--- config.mk ---
export PLATFORM = sky130hd
export DESIGN_NAME = rc4_sbox_ctrl
export DESIGN_NICKNAME = d
export VERILOG_FILES = /design/src/rtl/rc4_pkg.sv /design/src/rtl/rc4_key_sel.sv /design/src/rtl/rc4_sbox_ctrl.sv
export SDC_FILE = /design/constraint.sdc
export NUM_CORES = 1
export LEC_CHECK = 0
export CORE_MARGIN = 5
export CORE_UTILIZATION = 55
export DETAILED_ROUTE_END_ITERATION = 16
export PLACE_DENSITY = 0.94
export SKIP_CTS_REPAIR_TIMING = 1
export SYNTH_ARGS = -nofsm -noshare
export SYNTH_HDL_FRONTEND = slang
export SYNTH_SLANG_ARGS = --single-unit
--- constraint.sdc ---
create_clock -name clk -period 7.9 [get_ports clk]
set_input_delay 1.58 -clock clk [delete_from_list [all_inputs] [get_ports clk]]
set_output_delay 1.58 -clock clk [all_outputs]
set_load 0.02 [all_outputs]
--- src/rtl/rc4_pkg.sv ---
// Shared definitions for the RC4 S-box sequencer.
//   - FSM state encodings (IDLE .. PR_HOLD)
//   - KSA_LAST: index of the final key-scheduling swap
//   - SBOX_DEPTH / IDX_W: S-box size and the width of the i/j indices
package rc4_pkg;

  typedef logic [2:0] rc4_state_t;

  localparam rc4_state_t IDLE    = 3'd0;
  localparam rc4_state_t INIT    = 3'd1;
  localparam rc4_state_t KSA_RD  = 3'd2;
  localparam rc4_state_t KSA_SW  = 3'd3;
  localparam rc4_state_t PR_RD   = 3'd4;
  localparam rc4_state_t PR_SW   = 3'd5;
  localparam rc4_state_t PR_OUT  = 3'd6;
  localparam rc4_state_t PR_HOLD = 3'd7;

  localparam int unsigned SBOX_DEPTH = 256;
  localparam int unsigned IDX_W      = $clog2(SBOX_DEPTH);

  localparam logic [IDX_W-1:0] KSA_LAST = 8'd255;

endpackage

--- src/rtl/rc4_key_sel.sv ---
// Key byte selector: picks byte kidx out of the captured key.
// Ports:
//   key      in  KEY_BYTES*8  captured key, byte n at key[n*8+:8]
//   kidx     in  KLW          byte index (always < KEY_BYTES in use)
//   key_byte out 8            selected byte, 0 for an out-of-range index
module rc4_key_sel
  import rc4_pkg::*;
#(
  parameter int KEY_BYTES = 16,
  parameter int KLW       = 5
) (
  input  logic [KEY_BYTES*8-1:0] key,
  input  logic [KLW-1:0]         kidx,
  output logic [7:0]             key_byte
);

  always_comb begin
    key_byte = '0;
    for (int n = 0; n < KEY_BYTES; n++) begin
      if (kidx == KLW'(n)) key_byte = key[n*8 +: 8];
    end
  end

endmodule

--- src/rtl/rc4_sbox_ctrl.sv ---
// RC4 sequencer driving an external 3-port S-box RAM.
// Resets the RAM to identity, runs KSA with the read port plus paired swap
// writes, then runs PRGA and streams keystream bytes on a valid/ready port.
// Ports:
//   clk, rst          clock, synchronous active-high reset
//   start, stop       session start (IDLE only) / abort to IDLE
//   key, key_len      key bytes and length (0 -> 1, >KEY_BYTES -> KEY_BYTES)
//   busy              high outside IDLE
//   ks_valid/ready    keystream handshake, ks_byte is the data
//   mem_rst_n         RAM reset (low restores S[x]=x)
//   mem_raddr/rdata   RAM read port 1 (combinational read)
//   mem_waddr/wdata   RAM write port 2
//   mem_addr/wdata3/rdata3  RAM read/write port 3
//   mem_wen           common write enable for ports 2 and 3
module rc4_sbox_ctrl
  import rc4_pkg::*;
#(
  parameter int KEY_BYTES = 16,
  parameter int KLW       = 5
) (
  input  logic                   clk,
  input  logic                   rst,
  input  logic                   start,
  input  logic                   stop,
  input  logic [KEY_BYTES*8-1:0] key,
  input  logic [KLW-1:0]         key_len,
  output logic                   busy,
  output logic                   ks_valid,
  input  logic                   ks_ready,
  output logic [7:0]             ks_byte,
  output logic                   mem_rst_n,
  output logic [7:0]             mem_raddr,
  input  logic [7:0]             mem_rdata,
  output logic [7:0]             mem_waddr,
  output logic [7:0]             mem_wdata,
  output logic [7:0]             mem_addr,
  output logic [7:0]             mem_wdata3,
  input  logic [7:0]             mem_rdata3,
  output logic                   mem_wen
);

  rc4_state_t             state_q, state_d;
  logic [IDX_W-1:0]       i_q, i_d;
  logic [IDX_W-1:0]       j_q, j_d;
  logic [7:0]             si_q, si_d;
  logic [7:0]             t_q, t_d;
  logic [KLW-1:0]         kidx_q, kidx_d;
  logic [KLW-1:0]         klen_q, klen_d;
  logic [KEY_BYTES*8-1:0] key_q, key_d;
  logic                   ks_valid_q, ks_valid_d;
  logic [7:0]             ks_byte_q, ks_byte_d;

  logic [KLW-1:0]         klen_in;
  logic [7:0]             key_byte;

  rc4_key_sel #(
    .KEY_BYTES(KEY_BYTES),
    .KLW      (KLW)
  ) u_key_sel (
    .key     (key_q),
    .kidx    (kidx_q),
    .key_byte(key_byte)
  );

  always_comb begin
    if (key_len == '0)                      klen_in = KLW'(1);
    else if (key_len > KLW'(KEY_BYTES))     klen_in = KLW'(KEY_BYTES);
    else                                    klen_in = key_len;
  end

  always_comb begin
    state_d    = state_q;
    i_d        = i_q;
    j_d        = j_q;
    si_d       = si_q;
    t_d        = t_q;
    kidx_d     = kidx_q;
    klen_d     = klen_q;
    key_d      = key_q;
    ks_valid_d = ks_valid_q;
    ks_byte_d  = ks_byte_q;
    mem_raddr  = '0;
    mem_waddr  = '0;
    mem_wdata  = '0;
    mem_addr   = '0;
    mem_wdata3 = '0;
    mem_wen    = 1'b0;

    case (state_q)
      IDLE: begin
        if (start && !stop) begin
          key_d   = key;
          klen_d  = klen_in;
          i_d     = '0;
          j_d     = '0;
          kidx_d  = '0;
          state_d = INIT;
        end
      end
      INIT: begin
        i_d     = '0;
        state_d = KSA_RD;
      end
      KSA_RD: begin
        mem_raddr = i_q;
        si_d      = mem_rdata;
        j_d       = j_q + mem_rdata + key_byte;
        kidx_d    = (kidx_q == klen_q - KLW'(1)) ? '0 : kidx_q + KLW'(1);
        state_d   = KSA_SW;
      end
      KSA_SW: begin
        // i==j needs no special case: both ports then write si to one address.
        mem_addr   = j_q;
        mem_waddr  = i_q;
        mem_wdata  = mem_rdata3;
        mem_wdata3 = si_q;
        mem_wen    = 1'b1;
        if (i_q == KSA_LAST) begin
          i_d     = '0;
          j_d     = '0;
          state_d = PR_RD;
        end else begin
          i_d     = i_q + 8'd1;
          state_d = KSA_RD;
        end
      end
      PR_RD: begin
        i_d       = i_q + 8'd1;
        mem_raddr = i_q + 8'd1;
        si_d      = mem_rdata;
        j_d       = j_q + mem_rdata;
        state_d   = PR_SW;
      end
      PR_SW: begin
        mem_addr   = j_q;
        mem_waddr  = i_q;
        mem_wdata  = mem_rdata3;
        mem_wdata3 = si_q;
        mem_wen    = 1'b1;
        t_d        = si_q + mem_rdata3;
        state_d    = PR_OUT;
      end
      PR_OUT: begin
        // Read happens after the swap edge, so this sees post-swap contents.
        mem_raddr  = t_q;
        ks_byte_d  = mem_rdata;
        ks_valid_d = 1'b1;
        state_d    = PR_HOLD;
      end
      PR_HOLD: begin
        if (ks_valid_q && ks_ready) begin
          ks_valid_d = 1'b0;
          state_d    = PR_RD;
        end
      end
      default: state_d = IDLE;
    endcase

    // Abort overrides every transition, including a pending handshake.
    if (stop && state_q != IDLE) begin
      state_d    = IDLE;
      ks_valid_d = 1'b0;
    end
  end

  always_ff @(posedge clk) begin
    if (rst) begin
      state_q    <= IDLE;
      i_q        <= '0;
      j_q        <= '0;
      si_q       <= '0;
      t_q        <= '0;
      kidx_q     <= '0;
      klen_q     <= KLW'(1);
      key_q      <= '0;
      ks_valid_q <= 1'b0;
      ks_byte_q  <= '0;
    end else begin
      state_q    <= state_d;
      i_q        <= i_d;
      j_q        <= j_d;
      si_q       <= si_d;
      t_q        <= t_d;
      kidx_q     <= kidx_d;
      klen_q     <= klen_d;
      key_q      <= key_d;
      ks_valid_q <= ks_valid_d;
      ks_byte_q  <= ks_byte_d;
    end
  end

  assign busy      = (state_q != IDLE);
  assign ks_valid  = ks_valid_q;
  assign ks_byte   = ks_byte_q;
  assign mem_rst_n = ~(rst | (state_q == INIT));

endmodule

Word level (Yosys, flattened, before mapping)

Cells that the tools add are included.

Reductions and logical operators: 21
Magnitude comparators: 1
Bitwise logic cells: 2
Equality and inequality tests: 27
Mux-type cells: 38
$add $sub $neg: 6

Operator list:

| kind                                                            | number |
|---|---|
| 8-bit two-way mux                                               | 23 |
| 8-bit one-hot mux with 4 select lines                           | 2 |
| 5-bit by 4-bit == test with 1-bit output, second input constant | 8 |
| 8-bit adder                                                     | 3 |
| 3-bit one-hot mux with 8 select lines                           | 1 |
| 8-bit one-hot mux with 3 select lines                           | 1 |
| 5-bit by 3-bit == test with 1-bit output, second input constant | 4 |
| 5-bit two-way mux                                               | 4 |
| 3-bit == test, second input constant                            | 4 |
| 5-bit by 2-bit == test with 1-bit output, second input constant | 2 |
| 5-bit zero test                                                 | 2 |
| 5-bit one-hot mux with 2 select lines                           | 1 |
| 2-bit AND reduction                                             | 5 |
| 3-bit two-way mux                                               | 3 |
| 8-bit by 1-bit adder with 8-bit output, second input constant   | 1 |
| 8-bit == test, second input constant                            | 1 |
| 4-bit nonzero test                                              | 2 |
| 3-bit by 2-bit == test with 1-bit output, second input constant | 2 |
| 2-bit != test, second input constant                            | 3 |
| 2-bit OR reduction                                              | 3 |
| 5-bit by 1-bit adder with 5-bit output, second input constant   | 1 |
| 5-bit by 1-bit == test with 1-bit output, second input constant | 1 |
| 5-bit == test                                                   | 1 |
| 5-bit greater-than comparator, second input constant            | 1 |
| other kinds (12)                                                | 16 |

Input port bits: 154
Word-level logic and storage cells: 105
Output and inout port bits: 52
Register bits: 182

Logic depth before layout (Yosys ltp)

Gate-level depths: netlist (run 1).

Word-level depth: 19
Mapped depth: 21
Mapped depth without buffers: 19

By module

From an unflattened synthesis (run 1), not the netlist that was laid out.

Cell total of the unflattened synthesis: 1264
Area total of the unflattened synthesis: 9633.0 um^2

Modules (own cells, without submodules):

| module        | times used | seq. area each (um^2) | area each (um^2) | cells an instance |
|---|---|---|---|---|
| rc4_sbox_ctrl | 1          | 3643.5                | 8091.5           | 1043 |
| rc4_key_sel   | 1          | 0.0                   | 1541.5           | 221 |

Least setup slack after synthesis (run 1)

Ideal clock, no wire load.

Path kind: register -> register
From: register kidx_q[0]
To: register j_q[6]
Setup time: 0.132 ns
Arrival time: 3.845 ns
Period minus slack after synthesis: 3.977 ns
Path buffers: 5
Required time: 7.768 ns
Cell stages (with the launch flop): 19
Slack: 3.923 ns
Cell sequence: dfxtp_1 ha_1 buf_6 clkbuf_1 clkbuf_1 and3_1 ha_1 clkbuf_1 clkbuf_1 o221ai_1 ha_1 fa_1 a21o_1 a21o_1 a21o_1 a21oi_1 xnor2_1 a22oi_1 a21oi_1

Longest elaborated chain between the ends: 19
Elaborated cells on any way between the ends: 34
Those cells by class: add/sub: 1; eq/ne: 15; mux: 17; reduce/logical: 1

RTL lines:

| element                                   | line                 | source |
|---|---|---|
| from (decl)                               | rc4_sbox_ctrl.sv:47  | `logic [KLW-1:0] kidx_q, kidx_d;` |
| from (signal assigned)                    | rc4_sbox_ctrl.sv:184 | `kidx_q <= kidx_d;` |
| 5-bit zero test                           | rc4_key_sel.sv:20    | `if (kidx == KLW'(n)) key_byte = key[n*8 +: 8];` |
| 8-bit two-way mux (15 in a row)           | rc4_key_sel.sv:20    |  |
| 8-bit two-way mux (*)                     | rc4_key_sel.sv:20    |  |
| 8-bit adder (*)                           | rc4_sbox_ctrl.sv:107 | `j_d = j_q + mem_rdata + key_byte;` |
| 8-bit one-hot mux with 4 select lines (*) | rc4_sbox_ctrl.sv:89  | `case (state_q)` |
| to (signal assigned)                      | rc4_sbox_ctrl.sv:181 | `j_q <= j_d;` |
| to (decl)                                 | rc4_sbox_ctrl.sv:44  | `logic [IDX_W-1:0] j_q, j_d;` |

Every way passes the cells marked *; elsewhere a longest branch is shown, timed or not.
A chain may end at the register's enable or synchronous reset.

Worst setup path in the final report (run 1)

From: register state_q[2]
To: output mem_wdata3[6]

Longest elaborated chain between the ends: 3
Elaborated cells on any way between the ends: 4
Those cells by class: eq/ne: 2; mux: 1; reduce/logical: 1

RTL lines:

| element                                                                   | line                 | source |
|---|---|---|
| from (decl)                                                               | rc4_sbox_ctrl.sv:42  | `rc4_state_t state_q, state_d;` |
| from (signal assigned)                                                    | rc4_sbox_ctrl.sv:179 | `state_q <= state_d;` |
| 3-bit by 2-bit == test with 1-bit output or 3-bit == test (tied branches) | rc4_sbox_ctrl.sv:89  |  |
| 2-bit OR reduction (no source line) (*)                                   | -                    |  |
| 8-bit two-way mux (*)                                                     | rc4_sbox_ctrl.sv:89  |  |
| to (decl)                                                                 | rc4_sbox_ctrl.sv:37  | `output logic [7:0] mem_wdata3,` |

Marked as above.

==> results.toml, run 1 <==
[run_status]
status = "finished clean"

[global_route]
grt_pass1_wl_microns = 46220
gr-total-overflow = 0
grt_usage = 0.2820
grt_pass1_vias = 9283
grt_max_degree = 120
antenna_found_initial = 2

[synthesis]
syn_nets = 1480
muxShareOfSynthArea = 0.006512
synth_xor_area_frac = 0.02379
synth_top_family_by_area = "simple AND/OR/NAND/NOR gates"
synth-edff-count = 0
synthSimpleGateAreaFrac = 0.2451
synth-seq-area-share = 0.3870
ys_types = 64
avgSynthCellArea_sq_um = 7.270
synth.largest_area_cell = "dfxtp_1"
synth-seq-cells = 182
yosys_warnings = 0
synth-compound-area-share = 0.2443
syn_inst = 1295
synth_async_sr_flop_share = 0
syn-cell-area_sq_um = 9414
synth_ff_type = "dfxtp_1"
synthAdderAreaFrac = 0.04359
synth.area.top_cells = "dfxtp_1 (39%), nand2_1 (14%), a21oi_1 (13%)"
synth_top_area_frac = 0.3870

[sta]
hold_slack_ns = 0.4593
hold_viol_final = 0
fin_worst_skew_ns = 0.005816
setup_violations = 0
maxSlewHeadroom = 0.1640
rsz0062_at_grt = "no"
drv_slew = 0
fin_crit_sh = 0.6302
period_needed_ns = 4.979
max_freq_ghz = 0.2009
setup_tns_ns = 0
setup_slack_ns = 2.921
worstMarginPinSlew_ns = 1.249

[power]
powerDensity_nw_per_um2 = 177.1
leakage_nw = 4.429
power_mw = 2.143
irDropWorstVdd_v = 0.0001673

[placed_design]
place_area_sq_um = 11470
post-place-ws_ns = 3.307
dp.cells = 1637
dpl.hpwl_microns = 20320
port_buffers = 205
gp_congestion = 0.9390

[die]
die-area_sq_um = 19830
num_rows = 47
die_width_microns = 140.8
coreArea_sq_um = 16700
initial_core_util = 0.5637
ios = 206
die_h_microns = 140.8

[clocking]
clock_path_buffers = 2
cts_made_buffers = 17
numClockSinks = 182
ctsRootBufferMaster = "clkbuf_16"
cts.htree.levels = 4
insertion_delay_ns = 0.43
clk_pin_slew_worst_paths_ns = 0.07
cts_tree = "yes"

[detailed_routing]
route.top_layer_used = "met4"
dr_wl_met3_microns = 2548
wl_per_cell_microns = 17.23
wl_met1_microns = 11740
met2_length_microns = 13450
avgViaCountPerCell = 5.940
drt-initial-drc-count = 1289
ant_nets = 0
wirelength_microns = 28790
num_vias = 9925
firstDrtPassIters = 5
route.detailed.drc = 0

[setup_path]
reg2reg_from = "kidx_q[0]$_SDFFE_PP0P_"
end_kind = "output port"
crit_slowest_cell = "dfxtp_1"
startpoint_type = "register"
r2r-end = "j_q[6]$_SDFFE_PP0P_"
rrSetupSlack_ns = 3.28
rr_worst_depth = 16
cp_max_fo = 25
slowest_delay_ns = 0.85
cp.required_ns = 6.32
critical_path_class = "register to output port"
worstPathCellList = "nand2b_1 -> a21boi_1 -> buf_4 -> and2_1 -> clkdlybuf4s50_1"
critPathArrivalTime_ns = 3.40

[min_path]
worstHoldStart = "ks_byte[1]$_SDFFE_PP0P_"
hold_class = "register to register"
hold_path_end = "ks_byte[1]$_SDFFE_PP0P_"
whs_path_depth = 2

[final_layout]
stdcell_count = 1671
multi_input_area_sq_um = 5318
num-fill-cells = 1234
final_core_util = 0.7248
final_cell_area_sq_um = 12100
area_growth_pct = 28.58
layout-drive-gt1-share = 0.04141
nNetsFinal = 1621
ff_latch_area_sq_um = 3643

[job]
cap_violations = 0
cell type report:
cell class / instances / share of cell area
clock inverter: 14 / 0.01602
timing repair buffer: 217 / 0.1768
clock buffer: 18 / 0.03628
multi-input combinational: 994 / 0.4393
antenna: 2 / 0.0004135
sequential: 182 / 0.3010
tap: 220 / 0.02274
inverter: 24 / 0.007443
cell usage in the layout, fill, tap and decap left out, types with 12 or more instances in the layout:
master	instances
o21ai_1	20
clkbuf_16	17
a21oi_1	236
a22oi_1	13
nor2_1	82
nor3_1	12
xnor2_1	17
and2_1	35
nand2_1	339
o22ai_1	12
o21ai_0	30
nand3_1	14
clkdlybuf4s50_1	204
a31oi_1	12
ha_1	28
inv_1	19
buf_4	13
dfxtp_1	182
state kept, by name, indices dropped and copies added, names as in the netlist:
name	cells
t_q	8
kidx_q	5
key_q	128
ks_byte	8
ks_valid	1
i_q	8
si_q	8
klen_q	5
j_q	8
state_q	3
synthesized netlist by cell type (5+ instances only):
| library cell | instances |
|---|---|
| buf_2 | 11 |
| or3_1 | 6 |
| a31oi_1 | 12 |
| a211oi_1 | 6 |
| nor2_1 | 82 |
| xor2_1 | 6 |
| and3_1 | 11 |
| inv_2 | 5 |
| nand3b_1 | 9 |
| xnor2_1 | 17 |
| a22oi_1 | 13 |
| o21ai_1 | 20 |
| dfxtp_1 | 182 |
| and2_1 | 35 |
| inv_1 | 19 |
| a21oi_1 | 236 |
| nand3_1 | 14 |
| o22ai_1 | 12 |
| nor3_1 | 12 |
| buf_1 | 7 |
| a222oi_1 | 8 |
| o221ai_1 | 8 |
| mux2i_1 | 5 |
| a221oi_1 | 6 |
| a21o_1 | 8 |
| ha_1 | 28 |
| nand2_1 | 339 |
| o21ai_0 | 30 |
| clkbuf_1 | 76 |
| nor2b_1 | 10 |
| nand2b_1 | 8 |
cells by family (layout without fill, tap and decap cells):
family | count (synthesis) | count (layout)
compound gates | 395 | 395
xor+xnor | 24 | 24
fa+ha+maj | 31 | 31
buf+inv | 119 | 273
flops | 182 | 182
mux | 6 | 6
other cells | 0 | 2
simple gates | 538 | 538
metal layers:
metal,track usage,vias up
met5,0,-
met4,0.1163,0
met3,0.05317,74
met2,0.4446,562
met1,0.3816,4563
li1,-,4726
critical path: cells and delay by family, from the launching register on:
kind / cells / cell delay, ns
flip-flops: 1 / 0.85
buffers and inverters: 2 / 0.97
AND/OR/NAND/NOR: 2 / 0.57
AO/OA/AOI/OAI: 1 / 0.58
worst max-delay path by stage:
stage,endpoint,start,slack (ns)
after floorplan,j_q[6]$_SDFFE_PP0P_,kidx_q[0]$_SDFFE_PP0P_,3.92
after global routing,mem_wdata3[6],state_q[2]$_SDFFE_PP0P_,2.75
final,mem_wdata3[6],state_q[2]$_SDFFE_PP0P_,2.92
after detailed placement,j_q[7]$_SDFFE_PP0P_,mem_rdata[0],3.31
after CTS,mem_wdata3[0],state_q[2]$_SDFFE_PP0P_,2.99
after global placement,mem_rst_n,rst,3.48
report_power, final:
part	total, mW	leakage (nW)	switching [mW]	internal [mW]
logic	0.251	2.64	0.126	0.124
clock network	0.919	0.307	0.378	0.541
registers	0.974	1.48	0.0221	0.952
total	2.14	4.43	0.526	1.62
Note: power is estimated with default switching activity, not from simulation.
==> inputs of run 2 (changes only) <==
Settings changed: CORE_UTILIZATION 55 to 46, PLACE_DENSITY 0.94 to 0.85.
Clock period 7.9 ns to 4.5 ns, I/O delays scaled along.
==> run 2 against run 1 <==
  * Via count is 3.6% lower
  * Combinational power is 73% higher
  * Clock skew increased by 0.0056 ns
  * Count of clock-buffer cells in the layout up 2
  * Die area grew 18%
  * Worst setup slack worse by 2.6 ns
  * Critical path depth is 13 higher
  * Final area is 1.0% higher
  * Utilization shrank 12 points
  * Final cell count grew 3.5%
  * Worst hold slack lost 0.0011 ns
==> results.toml, run 2 (synthesized netlist as in run 1, its figures left out) <==
[setup_path]
setup.worst_path.start = "kidx_q[0]$_SDFFE_PP0P_"
critPathArrivalTime_ns = 4.41
slowest_delay_ns = 0.45
cp.required_ns = 4.77
cp.buffers_inverters = 1
reg2reg_from = "kidx_q[0]$_SDFFE_PP0P_"
crit_slowest_cell = "dfxtp_1"
critical_path_class = "register to register"
crit_family = "compound AO/OA/AOI/OAI gates"
startpoint_type = "register"
worstPathCellList = "ha_2 -> inv_2 -> o21a_1 -> a21oi_1 -> o21ai_1 -> a21oi_1 -> o221ai_1 -> a221oi_1 -> o221ai_1 -> ha_1 -> fa_1 -> a21o_1 -> a21o_1 -> a21o_1 -> a21oi_1 -> xnor2_1 -> a22oi_1 -> a21oi_1"
crit_top_cell = "a21oi_1"
end_kind = "register"
cp_max_fo = 16

[final_layout]
stdcell_count = 1729
layout-drive-gt1-share = 0.04798
largest_reg_flops = 128
diodes = 0
layout.cells.most_common_list = "nand2_1 (339), a21oi_1 (236), clkdlybuf4s50_1 (204)"
top_register = "key_q"
area_growth_pct = 29.88
layout_commonest_cell = "nand2_1"
final_core_util = 0.6062
nNetsFinal = 1631

[job]
cap_violations = 0

[placed_design]
dp.cells = 1697
dpl.hpwl_microns = 21120
gp_congestion = 0.9189
port_buffers = 205
post-place-ws_ns = 0.2417

[die]
num_rows = 52
die_h_microns = 153.1
ios = 206
die-area_sq_um = 23430
die_width_microns = 153.1
initial_core_util = 0.4667
coreArea_sq_um = 20170

[sta]
setup_tns_ns = 0
rsz0062_at_grt = "no"
worstMarginPinSlew_ns = 0.9169
maxSlewHeadroom = 0.3887
setup_slack_ns = 0.3686
setup_violations = 0
fin_crit_sh = 0.9181
hold_viol_final = 0
fin_worst_skew_ns = 0.01144
max_freq_ghz = 0.2420
period_needed_ns = 4.131
drv_slew = 0

[run_status]
status = "finished clean"

[global_route]
gr-total-overflow = 0
grt_usage = 0.2379
grt_pass1_vias = 8977
grt_max_degree = 92
grt_pass1_wl_microns = 46290
antenna_found_initial = 0

[power]
irDropWorstVdd_v = 0.0002373
powerDensity_nw_per_um2 = 298.1
leakage_nw = 4.469

[clocking]
ctsRootBufferMaster = "clkbuf_16"
cts_made_buffers = 17
cts.htree.levels = 4
clk_pin_slew_worst_paths_ns = 0.07
numClockSinks = 182
insertion_delay_ns = 0.43
cts_tree = "yes"
clock_path_buffers = 2

[detailed_routing]
route.detailed.drc = 0
avgViaCountPerCell = 5.534
drt-initial-drc-count = 893
wl_per_cell_microns = 16.66
num_vias = 9569
firstDrtPassIters = 6
ant_nets = 0
wirelength_microns = 28810

[min_path]
hold_class = "register to register"
worstHoldStart = "key_q[102]$_SDFFE_PP0P_"
[run 2: cell count changes in the layout (fill, tap and decap cells not counted)]
cell / change
inv_6: -2
buf_4: +7
ha_2: +1
diode_2: -2
clkinv_2: +2
clkbuf_8: +1
ha_1: -1
buf_12: +3
clkbuf_1: +1
bufinv_16: -2
[run 2: cell type report]
type | count | area (sq um)
clock inverter | 12 | 126.4
clock buffer | 20 | 456.7
timing repair buffer | 227 | 2252
inverter | 24 | 90.09
fill | 1846 | 7943
multi-input combinational | 994 | 5320
sequential | 182 | 3643
tap | 270 | 337.8
[run 2: per-layer routing]
layer / share of wire / global-route usage
met1: 0.45 / 0.3350
met2: 0.46 / 0.3766
met3: 0.066 / 0.04156
met4: 0.018 / 0.06661
met5: 0 / 0
[run 2: path summary, 6_finish.rpt]
| kind | endpoint | slack, ns | cells after the start |
|---|---|---|---|
| worst min register to register | key_q[102]$_SDFFE_PP0P_ | 0.46 | 2 |
| worst min-delay path | key_q[102]$_SDFFE_PP0P_ | 0.46 | 2 |
| worst max register to register | j_q[6]$_SDFFE_PP0P_ | 0.37 | 18 |
| worst max-delay path | j_q[6]$_SDFFE_PP0P_ | 0.37 | 18 |
[run 2: power breakdown]
part           switching, mW  internal [mW]  total [mW]
Clock                  0.646          0.847        1.49
Sequential            0.0472           1.67        1.72
Combinational          0.212          0.222       0.434
Total                  0.905           2.74        3.65
[run 2: tightest hold or removal path, delay by kind of cell, from the launching register on]
kind	cells	cell delay (ns)
flip-flops	1	0.31
AND/OR/NAND/NOR	1	0.05
AO/OA/AOI/OAI	1	0.05
[run 2: metrics by stage]
| step | hold slack [ns] | cell area [sq um] | total power, mW |
|---|---|---|---|
| 2_1_floorplan | 0.4317 | 9414 | 1.962 |
| 3_3_place_gp | 0.4434 | 11640 | 2.171 |
| 3_5_place_dp | 0.4491 | 11640 | 2.181 |
| 4_1_cts | 0.4584 | 12220 | 3.658 |
| 5_1_grt | 0.4739 | 12230 | 3.787 |
| 6_report | 0.4582 | 12230 | 3.645 |
==> inputs of run 3 (changes only) <==
Settings changed: TNS_END_PERCENT from default to 30.
==> results of run 3 <==
Same layout as run 2: the final DEF is identical, and so are final timing and power.
